`src/rtl/pc_sequencer_pkg.sv`:
```
`default_nettype none
// ============================================================================
// Module      : pc_sequencer_pkg
// Description : Shared encodings for the program-counter sequencer.
// Revision    : 1.0 - initial release
// ============================================================================
package pc_sequencer_pkg;

    typedef enum logic [1:0] {
        RD_BRANCH = 2'b00,
        RD_JUMP   = 2'b01,
        RD_JR     = 2'b10,
        RD_HALT   = 2'b11
    } redir_t;

    typedef enum logic [1:0] {
        BOOT  = 2'b00,
        FETCH = 2'b01,
        STALL = 2'b10,
        HALT  = 2'b11
    } state_t;

    localparam logic [29:0] DEFAULT_RESET_PC = 30'h0;

endpackage
`default_nettype wire

```
`src/rtl/pc_sequencer_next_addr_calc.sv`:
```
`default_nettype none
// ============================================================================
// Module      : next_addr_calc
// Description : Redirect target arithmetic relative to the last delivered PC.
// Revision    : 1.0 - initial release
// ============================================================================
module next_addr_calc
    import pc_sequencer_pkg::*;
#(
    parameter int PC_W  = 30,
    parameter int OFF_W = 16
) (
    input  logic [PC_W-1:0]  pc_out,
    input  logic [1:0]       redir_type,
    input  logic [OFF_W-1:0] br_offset,
    input  logic [25:0]      jmp_target,
    input  logic [31:0]      jr_addr,
    output logic [PC_W-1:0]  target,
    output logic             misaligned_c
);

    logic [PC_W-1:0] p1;
    logic [PC_W-1:0] off_se;

    assign p1     = pc_out + PC_W'(1);
    assign off_se = {{(PC_W-OFF_W){br_offset[OFF_W-1]}}, br_offset};

    always_comb begin
        target = p1;
        case (redir_type)
            RD_BRANCH: target = p1 + off_se;
            RD_JUMP:   target = {p1[PC_W-1:26], jmp_target};
            RD_JR:     target = jr_addr[PC_W+1:2];
            default:   target = p1;
        endcase
    end

    assign misaligned_c = (redir_type == RD_JR) && (jr_addr[1:0] != 2'b00);

endmodule
`default_nettype wire

```
`src/rtl/pc_sequencer.sv`:
```
`default_nettype none
// ============================================================================
// Module      : pc_sequencer
// Description : Program counter and instruction-fetch sequencer with redirects.
// Revision    : 1.0 - initial release
// ============================================================================
module pc_sequencer
    import pc_sequencer_pkg::*;
#(
    parameter int              PC_W     = 30,
    parameter int              OFF_W    = 16,
    parameter logic [PC_W-1:0] RESET_PC = DEFAULT_RESET_PC
) (
    input  logic             clk,
    input  logic             reset,
    input  logic             stall,
    input  logic             redir_valid,
    input  logic [1:0]       redir_type,
    input  logic [OFF_W-1:0] br_offset,
    input  logic [25:0]      jmp_target,
    input  logic [31:0]      jr_addr,
    output logic             imem_req,
    output logic [PC_W-1:0]  imem_addr,
    input  logic             imem_ack,
    output logic             inst_valid,
    output logic [PC_W-1:0]  pc_out,
    output logic             halted,
    output logic             misaligned
);

    state_t          state, state_nx;
    logic [PC_W-1:0] pc, pc_nx;
    logic [PC_W-1:0] pend_tgt, pend_tgt_nx;
    logic            pend_v, pend_v_nx;
    logic            pend_halt, pend_halt_nx;
    logic            inst_valid_nx;
    logic [PC_W-1:0] pc_out_nx;
    logic            misaligned_nx;
    logic [PC_W-1:0] target;
    logic            misaligned_c;
    logic            is_halt;

    next_addr_calc #(
        .PC_W  (PC_W),
        .OFF_W (OFF_W)
    ) u_next_addr_calc (
        .pc_out       (pc_out),
        .redir_type   (redir_type),
        .br_offset    (br_offset),
        .jmp_target   (jmp_target),
        .jr_addr      (jr_addr),
        .target       (target),
        .misaligned_c (misaligned_c)
    );

    assign is_halt = (redir_type == RD_HALT);

    always_ff @(posedge clk or posedge reset) begin
        if (reset) begin
            state      <= BOOT;
            pc         <= RESET_PC;
            pend_v     <= 1'b0;
            pend_halt  <= 1'b0;
            pend_tgt   <= '0;
            inst_valid <= 1'b0;
            pc_out     <= '0;
            misaligned <= 1'b0;
        end else begin
            state      <= state_nx;
            pc         <= pc_nx;
            pend_v     <= pend_v_nx;
            pend_halt  <= pend_halt_nx;
            pend_tgt   <= pend_tgt_nx;
            inst_valid <= inst_valid_nx;
            pc_out     <= pc_out_nx;
            misaligned <= misaligned_nx;
        end
    end

    always_comb begin
        state_nx      = state;
        pc_nx         = pc;
        pend_v_nx     = pend_v;
        pend_halt_nx  = pend_halt;
        pend_tgt_nx   = pend_tgt;
        inst_valid_nx = 1'b0;
        pc_out_nx     = pc_out;
        misaligned_nx = 1'b0;

        case (state)
            BOOT: begin
                state_nx = FETCH;
            end
            FETCH: begin
                misaligned_nx = redir_valid && misaligned_c;
                if (imem_ack) begin
                    // A redirect arriving with the ack takes priority over a pending one.
                    if (redir_valid || pend_v) begin
                        pend_v_nx = 1'b0;
                        if (redir_valid ? is_halt : pend_halt) begin
                            state_nx = HALT;
                        end else begin
                            pc_nx    = redir_valid ? target : pend_tgt;
                            state_nx = stall ? STALL : FETCH;
                        end
                    end else begin
                        inst_valid_nx = 1'b1;
                        pc_out_nx     = pc;
                        pc_nx         = pc + PC_W'(1);
                        state_nx      = stall ? STALL : FETCH;
                    end
                end else if (redir_valid) begin
                    pend_v_nx    = 1'b1;
                    pend_tgt_nx  = target;
                    pend_halt_nx = is_halt;
                end
            end
            STALL: begin
                misaligned_nx = redir_valid && misaligned_c;
                if (redir_valid && is_halt) begin
                    state_nx = HALT;
                end else begin
                    if (redir_valid) begin
                        pc_nx = target;
                    end
                    if (!stall) begin
                        state_nx = FETCH;
                    end
                end
            end
            HALT: begin
                state_nx = HALT;
            end
            default: begin
                state_nx = BOOT;
            end
        endcase
    end

    assign imem_req  = (state == FETCH);
    assign imem_addr = pc;
    assign halted    = (state == HALT);

endmodule
`default_nettype wire
```
`config.mk`:
```
export PLATFORM = sky130hd
export DESIGN_NAME = pc_sequencer
export DESIGN_NICKNAME = d
export VERILOG_FILES = /design/src/rtl/pc_sequencer_pkg.sv /design/src/rtl/pc_sequencer_next_addr_calc.sv /design/src/rtl/pc_sequencer.sv
export SDC_FILE = /design/constraint.sdc
export NUM_CORES = 1
export LEC_CHECK = 0
export BUFFER_PORTS_ARGS = -buffer_cell sky130_fd_sc_hd__buf_2
export CORE_ASPECT_RATIO = 0.9
export CORE_MARGIN = 2
export CORE_UTILIZATION = 35
export CTS_BUF_LIST = sky130_fd_sc_hd__clkbuf_8 sky130_fd_sc_hd__clkbuf_16
export DETAILED_ROUTE_END_ITERATION = 8
export SYNTH_ARGS = -nofsm -noshare
export SYNTH_HDL_FRONTEND = slang
export SYNTH_SLANG_ARGS = --single-unit
```
`constraint.sdc`:
```
create_clock -name clk -period 4.2 [get_ports clk]
set_input_delay 0.21 -clock clk [delete_from_list [all_inputs] [get_ports clk]]
set_output_delay 0.21 -clock clk [all_outputs]
set_load 0.01 [all_outputs]
```
Word-level counts from Yosys, hierarchy flattened
Index checks and enable logic that the tools add are counted.
{ "classes": {"n_reduce_logical": 15, "eq_ne": 12, "mux": 23, "n_bitwise": 2, "add_sub_neg": 3} }
{ "op_table": {"columns": ["cell", "n"], "rows": [
  ["$mux 30", 6],
  ["$pmux 30 s3", 1],
  ["$add 30x1->30 const B", 2],
  ["$pmux 30 s2", 1],
  ["$add 30x30->30", 1],
  ["$mux 2", 6],
  ["$eq 2x2->1 const B", 4],
  ["$mux 1", 8],
  ["$pmux 2 s4", 1],
  ["$ne 3x3->1 const B", 2],
  ["$reduce_and 3->1", 2],
  ["$reduce_bool 2->1", 3],
  ["$reduce_and 5->1", 1],
  ["$eq 2x1->1 const B", 2],
  ["$logic_not 2->1", 2],
  ["$ne 2x1->1 const B", 2],
  ["$ne 2x2->1 const B", 2],
  ["$reduce_and 2->1", 2],
  ["$logic_and 1x1->1", 3],
  ["$not 1->1", 2],
  ["$reduce_or 2->1", 1],
  ["$logic_or 1x1->1", 1]
]} }
{ "word_totals": {"register_bits": 96, "out_inout_bits": 64, "in_bits": 81} }

Depth between registers and ports, before layout
Gate-level depths: netlist (run 1).
{ "logic_depth": {"depth_word": 8, "ltp_mapped": 16, "ltp_nobuf": 15} }

Hierarchy
Synthesis (run 1) repeated with hierarchy kept, for this count alone.
{ "unflattened": {"cells_unflattened": 859, "area_unflattened_um2": 7988.9} }
{ "modules_own_cells": {"columns": ["module", "area_per_inst_um2", "cells_each", "n_inst"], "rows": [
  ["pc_sequencer", 5162.5, 507, 1],
  ["next_addr_calc", 2826.5, 352, 1]
]} }

Least setup slack after synthesis (run 1)
No wires, ideal clock.
{ "synth_timing": {"kind": "reg2reg", "from": "register pc_out[2]", "to": "register pend_tgt[27]", "n_path_buf": 0, "setup_slack_ns": 0.603, "arrival_time_ns": 3.472, "required_time_ns": 4.075, "path_stages_with_launch": 14, "setup_time_ns": 0.125, "period_less_slack_ns": 3.597, "cell_sequence": "dfrtp_1 > and4_1 > nand4_2 > or3_4 > xnor2_1 > ha_1 > o21ai_0 > o21bai_1 > a211oi_1 > o31ai_1 > nor4b_1 > mux2_2 > o32a_1 > mux2_2"} }
{ "synth_via": {"elab_chain_len": 4} }
{ "synth_rtl": {"columns": ["element", "line", "rtl"], "rows": [
  ["from (decl)", "pc_sequencer.sv:26", "output logic [PC_W-1:0] pc_out,"],
  ["from (signal assigned)", "pc_sequencer.sv:75", "pc_out <= pc_out_nx;"],
  ["$add 30x1->30 (*)", "pc_sequencer_next_addr_calc.sv:25", "assign p1 = pc_out + PC_W'(1);"],
  ["$add 30x30->30", "pc_sequencer_next_addr_calc.sv:31", "RD_BRANCH: target = p1 + off_se;"],
  ["$pmux 30 s3 (*)", "pc_sequencer_next_addr_calc.sv:30", "case (redir_type)"],
  ["$mux 30 (*)", "pc_sequencer.sv:112", "end else if (redir_valid) begin"],
  ["to (signal assigned)", "pc_sequencer.sv:73", "pend_tgt <= pend_tgt_nx;"],
  ["to (decl)", "pc_sequencer.sv:33", "logic [PC_W-1:0] pend_tgt, pend_tgt_nx;"]
]} }
Mark *: on every way between the ends. The rest lies on a longest branch, timed or not.
A chain may end at the register's enable or synchronous reset.

Final worst setup path (run 1)
Ends and elaborated chain as after synthesis.

==> results of run 1 <==
[worst max-delay path: stages (launching register included)]
cell and delay, ns:
dfrtp_1 0.44, and4_2 0.32, nand3_1 0.18, or3_1 0.39
xnor2_1 0.23, ha_1 0.35, and3_1 0.19, and4_1 0.19
o21ai_1 0.17, a311oi_2 0.18, o2111ai_1 0.28, mux2_2 0.38
o32a_1 0.37, mux2_2 0.26
[kinds of logic (layout without fill, tap and decap cells)]
kind of cell,count (synthesis),after routing,synth area share [%]
buffers and inverters,74,200,3.622
AOI/OAI and AO/OA,245,245,19.52
and+or+nand+nor,353,353,21.30
xor gates and xnor gates,72,72,8.042
muxes,57,57,10.24
DFF,96,96,30.64
adders and majority gates,41,41,6.638
[per-stage QoR]
step	hold slack [ns]	instance area (µm²)	setup slack, ns
5_1_grt	0.1072	9204	-0.001144
3_3_place_gp	0.4437	8864	0.01753
2_1_floorplan	0.2998	7841	0.6033
3_5_place_dp	0.4406	8864	-0.02305
4_1_cts	0.06543	9180	0.06524
6_report	0.03198	9204	0.1682
[cell usage after synthesis, types with 3 or more instances]
master       n
a2111oi_0    3
a211oi_1    12
a21o_1      10
a21oi_1     62
a22oi_1     16
a31oi_1      6
and2_1       9
and3_1      18
and4_1      11
buf_1        5
buf_2        5
clkbuf_1    39
dfrtp_1     96
ha_1        40
inv_1       24
mux2_2      36
mux2i_1      6
mux4_2      15
nand2_1    135
nand2b_1     4
nand3_1     35
nand4_1     12
nor2_1      80
nor2b_1      7
nor3_1      17
nor4_1       3
o2111ai_1    5
o211ai_1     5
o21a_1       5
o21ai_0     82
o21bai_1    10
o22ai_1      3
or2_2        4
or3_1        7
xnor2_1     40
xor2_1      32
[metal layers]
layer | GRT usage [%] | vias up | part of all wire, %
met4 | 5.708 | 2 | 1.9
li1 | - | 3630 | -
met3 | 3.505 | 33 | 6.9
met5 | 0 | - | 0.037
met1 | 34.22 | 3646 | 48
met2 | 32.72 | 275 | 43
[registers in the layout (all words and copies together), names as in the netlist]
| register | cells |
|---|---|
| imem_addr | 30 |
| pc_out | 30 |
| pend_tgt | 30 |
| state | 2 |
| inst_valid | 1 |
| misaligned | 1 |
| pend_halt | 1 |
| pend_v | 1 |
[power breakdown]
group	switching, mW	leakage, nW	total (mW)	internal [mW]
clock network	0.365	0.157	0.883	0.518
registers	0.584	1.20	1.93	1.35
logic	2.26	2.83	3.87	1.61
[cell type report]
type                    count  share of cell area [%]
multi-input cells         768                   56.38
flip-flops and latches     96                   26.10
repair buffers            160                   9.135
well taps                 291                   3.956
clock buffers               9                   2.447
inverters                  25                   1.047
clock inverters             6                  0.9380
[path summary, 6_finish.rpt]
check	start	endpoint	slack, ns	cells past startpoint
max reg2reg	pc_out[2]$_DFFE_PP0P_	pend_tgt[27]$_DFFE_PP0P_	0.17	13
min in group clk	imem_ack	pend_v$_DFFE_PP0P_	0.09	2
max in group asynchronous	reset	pc_out[22]$_DFFE_PP0P_	3.21	3
max	pc_out[2]$_DFFE_PP0P_	pend_tgt[27]$_DFFE_PP0P_	0.17	13
min reg2reg	pend_tgt[20]$_DFFE_PP0P_	pend_tgt[20]$_DFFE_PP0P_	0.47	2
min	reset	imem_addr[4]$_DFFE_PP0P_	0.03	2
[what timing repair did]
| action | in CTS | in global routing |
|---|---|---|
| endpoints found under the setup margin | 1 | 11 |
| gates resized for setup | 1 | 7 |
| setup buffers | 0 | 0 |
| pin swaps | 0 | 0 |
==> impl_metrics.json, run 1 <==
{
  "status": "completed",
  "worstHoldPathType": "in2async",
  "yosys_warnings": 0,
  "portBuffers": 144,
  "clk_pin_slew_ns": 0.07,
  "wl_per_cell_um": 19.84,
  "drt-pass1-iter-count": 8,
  "final_cells": 1355,
  "synth_area_um2": 7841,
  "hold_viol_final": 0,
  "final_max_slew_viol_count": 0,
  "die_area_um2": 23620,
  "grt_max_degree": 66,
  "htreeDepth": 3,
  "register_area_um2": 2402,
  "core_um2": 21820,
  "ys_seq_area_share_pct": 30.64,
  "fp.dieW_um": 161.8,
  "initial_core_util_pct": 35.93,
  "cts_tree": "done",
  "synthCells": 938,
  "layout_common_cells": "buf_2, nand2_1, dfrtp_1",
  "fin_skew_ns": 0.009766,
  "powerDensity_nw_per_um2": 726.2,
  "finalSetupTns_ns": 0,
  "grt.overflow.total": 0,
  "synth-seq-cells": 96,
  "drt_iter0_drc": 523,
  "first_global_vias": 7055,
  "worst_pin_slew_ns": 1.031,
  "viasPerCell": 5.599,
  "cts.sinks": 96,
  "cp.arrival_ns": 4.27,
  "antenna_found_initial": 1,
  "multiInputGateArea_um2": 5189,
  "clock-root-buffer": "clkbuf_16",
  "ir_worst_vdd_mv": 0.3047,
  "p_leak_nw": 4.180,
  "place.gp.congestion": 0.9133,
  "synth-edff-count": 0,
  "drtAntennaViolNets": 0,
  "synthTopCellsByArea": "dfrtp_1, nand2_1, ha_1",
  "cts-hold-fix-buffers": 0,
  "synth_ff_type": "dfrtp_1",
  "post-route-period-util_pct": 96.00,
  "startpoint_type": "register",
  "synth_top_cell_by_area": "dfrtp_1",
  "syn-num-nets": 1060,
  "dp_cells": 1340,
  "async_flop_share_pct": 100.0,
  "grt_usage_pct": 22.40,
  "min_period_ns": 4.032,
  "clk_path_buf_depth": 2,
  "drive_above_1_share_pct": 23.68,
  "die_height_um": 146.0,
  "drt_wl_total_um": 26880,
  "syn2layout_area_growth_pct": 17.38,
  "cp.required_ns": 4.44,
  "relSlewSlack_pct": 31.04,
  "num_rows": 51,
  "fillers": 2283,
  "dp_hpwl_um": 20470,
  "fin_util_pct": 42.17,
  "grt_pass1_wl_um": 41510,
  "path_max_fanout": 7,
  "cts_buffers": 9,
  "clock_latency_ns": 0.35,
  "yosys.area.top_type_share_pct": 30.64,
  "setup_viol": 0,
  "layout_commonest_cell": "buf_2",
  "p_total_mw": 6.684,
  "diodes": 0,
  "critPathKind": "reg2reg",
  "maxCapViolations": 0,
  "num_io_pins": 145,
  "drc_errors": 0,
  "yosys.cell_types.count": 66,
  "critPathCaptureType": "register",
  "layout.nets": 1182,
  "syn_avg_cell_area_um2": 8.360,
  "vias": 7586,
  "max_freq_mhz": 248.0
}
(Power assumes the default switching activity.)
==> run 2: changes to the inputs <==
Settings changed: BUFFER_PORTS_ARGS -buffer_cell sky130_fd_sc_hd__buf_2 to -buffer_cell sky130_fd_sc_hd__clkbuf_2, CORE_UTILIZATION 35 to 57, PLACE_DENSITY from default to 0.82.
==> run 2 against run 1 <==
Net effect:
- maximum frequency barely moved
- the run now ends with hold timing left
- clock-buffer cell count stayed put
- critical endpoint is now pend_tgt[23]$_DFFE_PP0P_
- sequential share of layout area is 0.75 points higher
- setup slack better by 0.0017 ns
- utilization up 25 points
==> impl_metrics.json, run 2 (synthesis results as in run 1) <==
{
  "status": "complete, but fails checks",
  "violations": "hold timing",
  "layout_commonest_cell": "clkbuf_2",
  "final_cells": 1229,
  "fin_ws_ns": 0.1699,
  "rsz0062_at_grt": "true",
  "placed_area_um2": 8675,
  "p_total_mw": 6.483,
  "drtAntennaViolNets": 0,
  "clock-root-buffer": "clkbuf_16",
  "worst_path_largest_cell_delay_ns": 0.44,
  "first_global_vias": 7002,
  "grt_pass1_wl_um": 37960,
  "cp.required_ns": 4.38,
  "grt_max_degree": 62,
  "grt.overflow.total": 0,
  "place.gp.congestion": 0.9635,
  "worstHoldPathType": "in2async",
  "cts_tree": "done",
  "fin_area_um2": 8952,
  "combPwrFrac_pct": 58.9,
  "drt_wl_total_um": 24580,
  "htreeDepth": 3,
  "critPathCaptureType": "register",
  "initial_core_util_pct": 58.46,
  "p_int_mw": 3.323,
  "cts.sinks": 96,
  "min_period_ns": 4.030,
  "seq_power_share_pct": 29.8,
  "viasPerCell": 6.340,
  "p_leak_nw": 4.146,
  "cts_buffers": 9,
  "core_um2": 13410,
  "fin_skew_ns": 0.009570,
  "die_area_um2": 14710,
  "diodes": 0,
  "slowest_stage": "dfrtp_1",
  "portBuffers": 144,
  "max_freq_mhz": 248.1,
  "fp.dieW_um": 127.6,
  "relSlewSlack_pct": 36.11,
  "num_io_pins": 145,
  "setup_viol": 0,
  "layout.nets": 1178,
  "wl_per_cell_um": 20.00,
  "pre_cts_ws_ns": 0.1699,
  "power.switching_mw": 3.160,
  "dp_cells": 1213,
  "clk_pin_slew_ns": 0.07,
  "maxCapViolations": 0,
  "drive_above_1_share_pct": 22.90,
  "post_cts_buffers": 0,
  "post-route-period-util_pct": 95.96,
  "critPathKind": "reg2reg",
  "vias": 7792,
  "dp_hpwl_um": 18510,
  "powerDensity_nw_per_um2": 724.2,
  "drt-pass1-iter-count": 6,
  "drc_errors": 0,
  "startpoint_type": "register",
  "antenna_found_initial": 0,
  "num_rows": 40,
  "fillers": 1131,
  "cts-hold-fix-buffers": 0,
  "path_max_fanout": 6,
  "grt_usage_pct": 33.34,
  "worst_pin_slew_ns": 0.9549,
  "p_clk_share_pct": 11.3,
  "cts_resized": 0,
  "holdWs_ns": -0.0002176,
  "swShare_pct": 48.74,
  "critPathMostFrequentCell": "o21ai_0",
  "layout_common_cells": "clkbuf_2, nand2_1, dfrtp_1",
  "final_max_slew_viol_count": 0,
  "drt_iter0_drc": 906,
  "hold_viol_final": 1,
  "ir_worst_vdd_mv": 0.3194,
  "cp_cell_sequence": "and4_2 -> nand3_1 -> or3_1 -> xnor2_1 -> ha_1 -> and3_1 -> and4_1 -> o21ai_1 -> a311oi_2 -> nor2_1 -> o21ai_0 -> mux2i_1 -> a21oi_1 -> o21ai_0",
  "clock_latency_ns": 0.34,
  "cp.arrival_ns": 4.21,
  "syn2layout_area_growth_pct": 14.17,
  "die_height_um": 115.3,
  "clk_path_buf_depth": 2,
  "finalSetupTns_ns": 0
}
-- run 2: cell count changes in the layout (fill, tap and decap cells not counted), moves of 2 or more --
cell       before  now
buf_2         144    0
nor3_1         14   17
clkbuf_2        0  144
nor3_2          3    0
buf_4          16   12
bufinv_16       2    0
inv_1          24   27
-- run 2: final timing paths --
| kind | from | end | slack [ns] | cells past startpoint |
|---|---|---|---|---|
| worst max-delay path | pc_out[3]$_DFFE_PP0P_ | pend_tgt[23]$_DFFE_PP0P_ | 0.17 | 14 |
| worst min-delay path | reset | pend_tgt[3]$_DFFE_PP0P_ | -0.0002 | 2 |
| worst max register to register | pc_out[3]$_DFFE_PP0P_ | pend_tgt[23]$_DFFE_PP0P_ | 0.17 | 14 |
| worst min register to register | pend_tgt[15]$_DFFE_PP0P_ | pend_tgt[15]$_DFFE_PP0P_ | 0.48 | 2 |
| max in group asynchronous | reset | misaligned$_DFF_PP0_ | 3.21 | 3 |
| min in group clk | imem_ack | pend_v$_DFFE_PP0P_ | 0.10 | 2 |
-- run 2: power by group through the flow --
stage	clock, mW	sequential, mW	combinational [mW]
2_1_floorplan	0	1.87	2.57
3_3_place_gp	0	1.89	3.65
3_5_place_dp	0	1.91	3.71
4_1_cts	0.736	1.91	3.73
5_1_grt	0.778	1.98	4.21
6_report	0.731	1.93	3.82
-- run 2: per-layer routing --
metal  track usage, %  vias to the layer above  routed length (µm)
met1            49.42                     3672               10740
li1                 -                     3630                   -
met4            8.132                        0                 479
met2            50.87                      453               10860
met5                0                        -                   0
met3            6.049                       37                2498
-- run 2: critical path, delay by kind of cell, from the launching register on --
family	cells	cell delay [ns]
muxes	1	0.13
adders and majority gates	1	0.38
AOI/OAI and AO/OA	5	1.33
DFF	1	0.44
xor gates and xnor gates	1	0.17
and+or+nand+nor	6	1.43
-- run 2: cell type report --
type / count / area (µm²) / area share (%)
Multi-Input combinational cell: 768 / 5172 / 57.78
Sequential cell: 96 / 2404 / 26.85
Timing Repair Buffer: 156 / 810.8 / 9.057
Clock buffer: 9 / 225.2 / 2.516
Tap cell: 168 / 210.2 / 2.348
Inverter: 25 / 96.34 / 1.076
Clock inverter: 7 / 33.78 / 0.3774
-- run 2: through the flow --
step	util (%)	hold slack, ns
6_report	66.74	-0.0002176
3_5_place_dp	64.67	0.3938
3_3_place_gp	64.67	0.3934
2_1_floorplan	-	0.2998
4_1_cts	66.60	0.02976
5_1_grt	66.74	0.06677
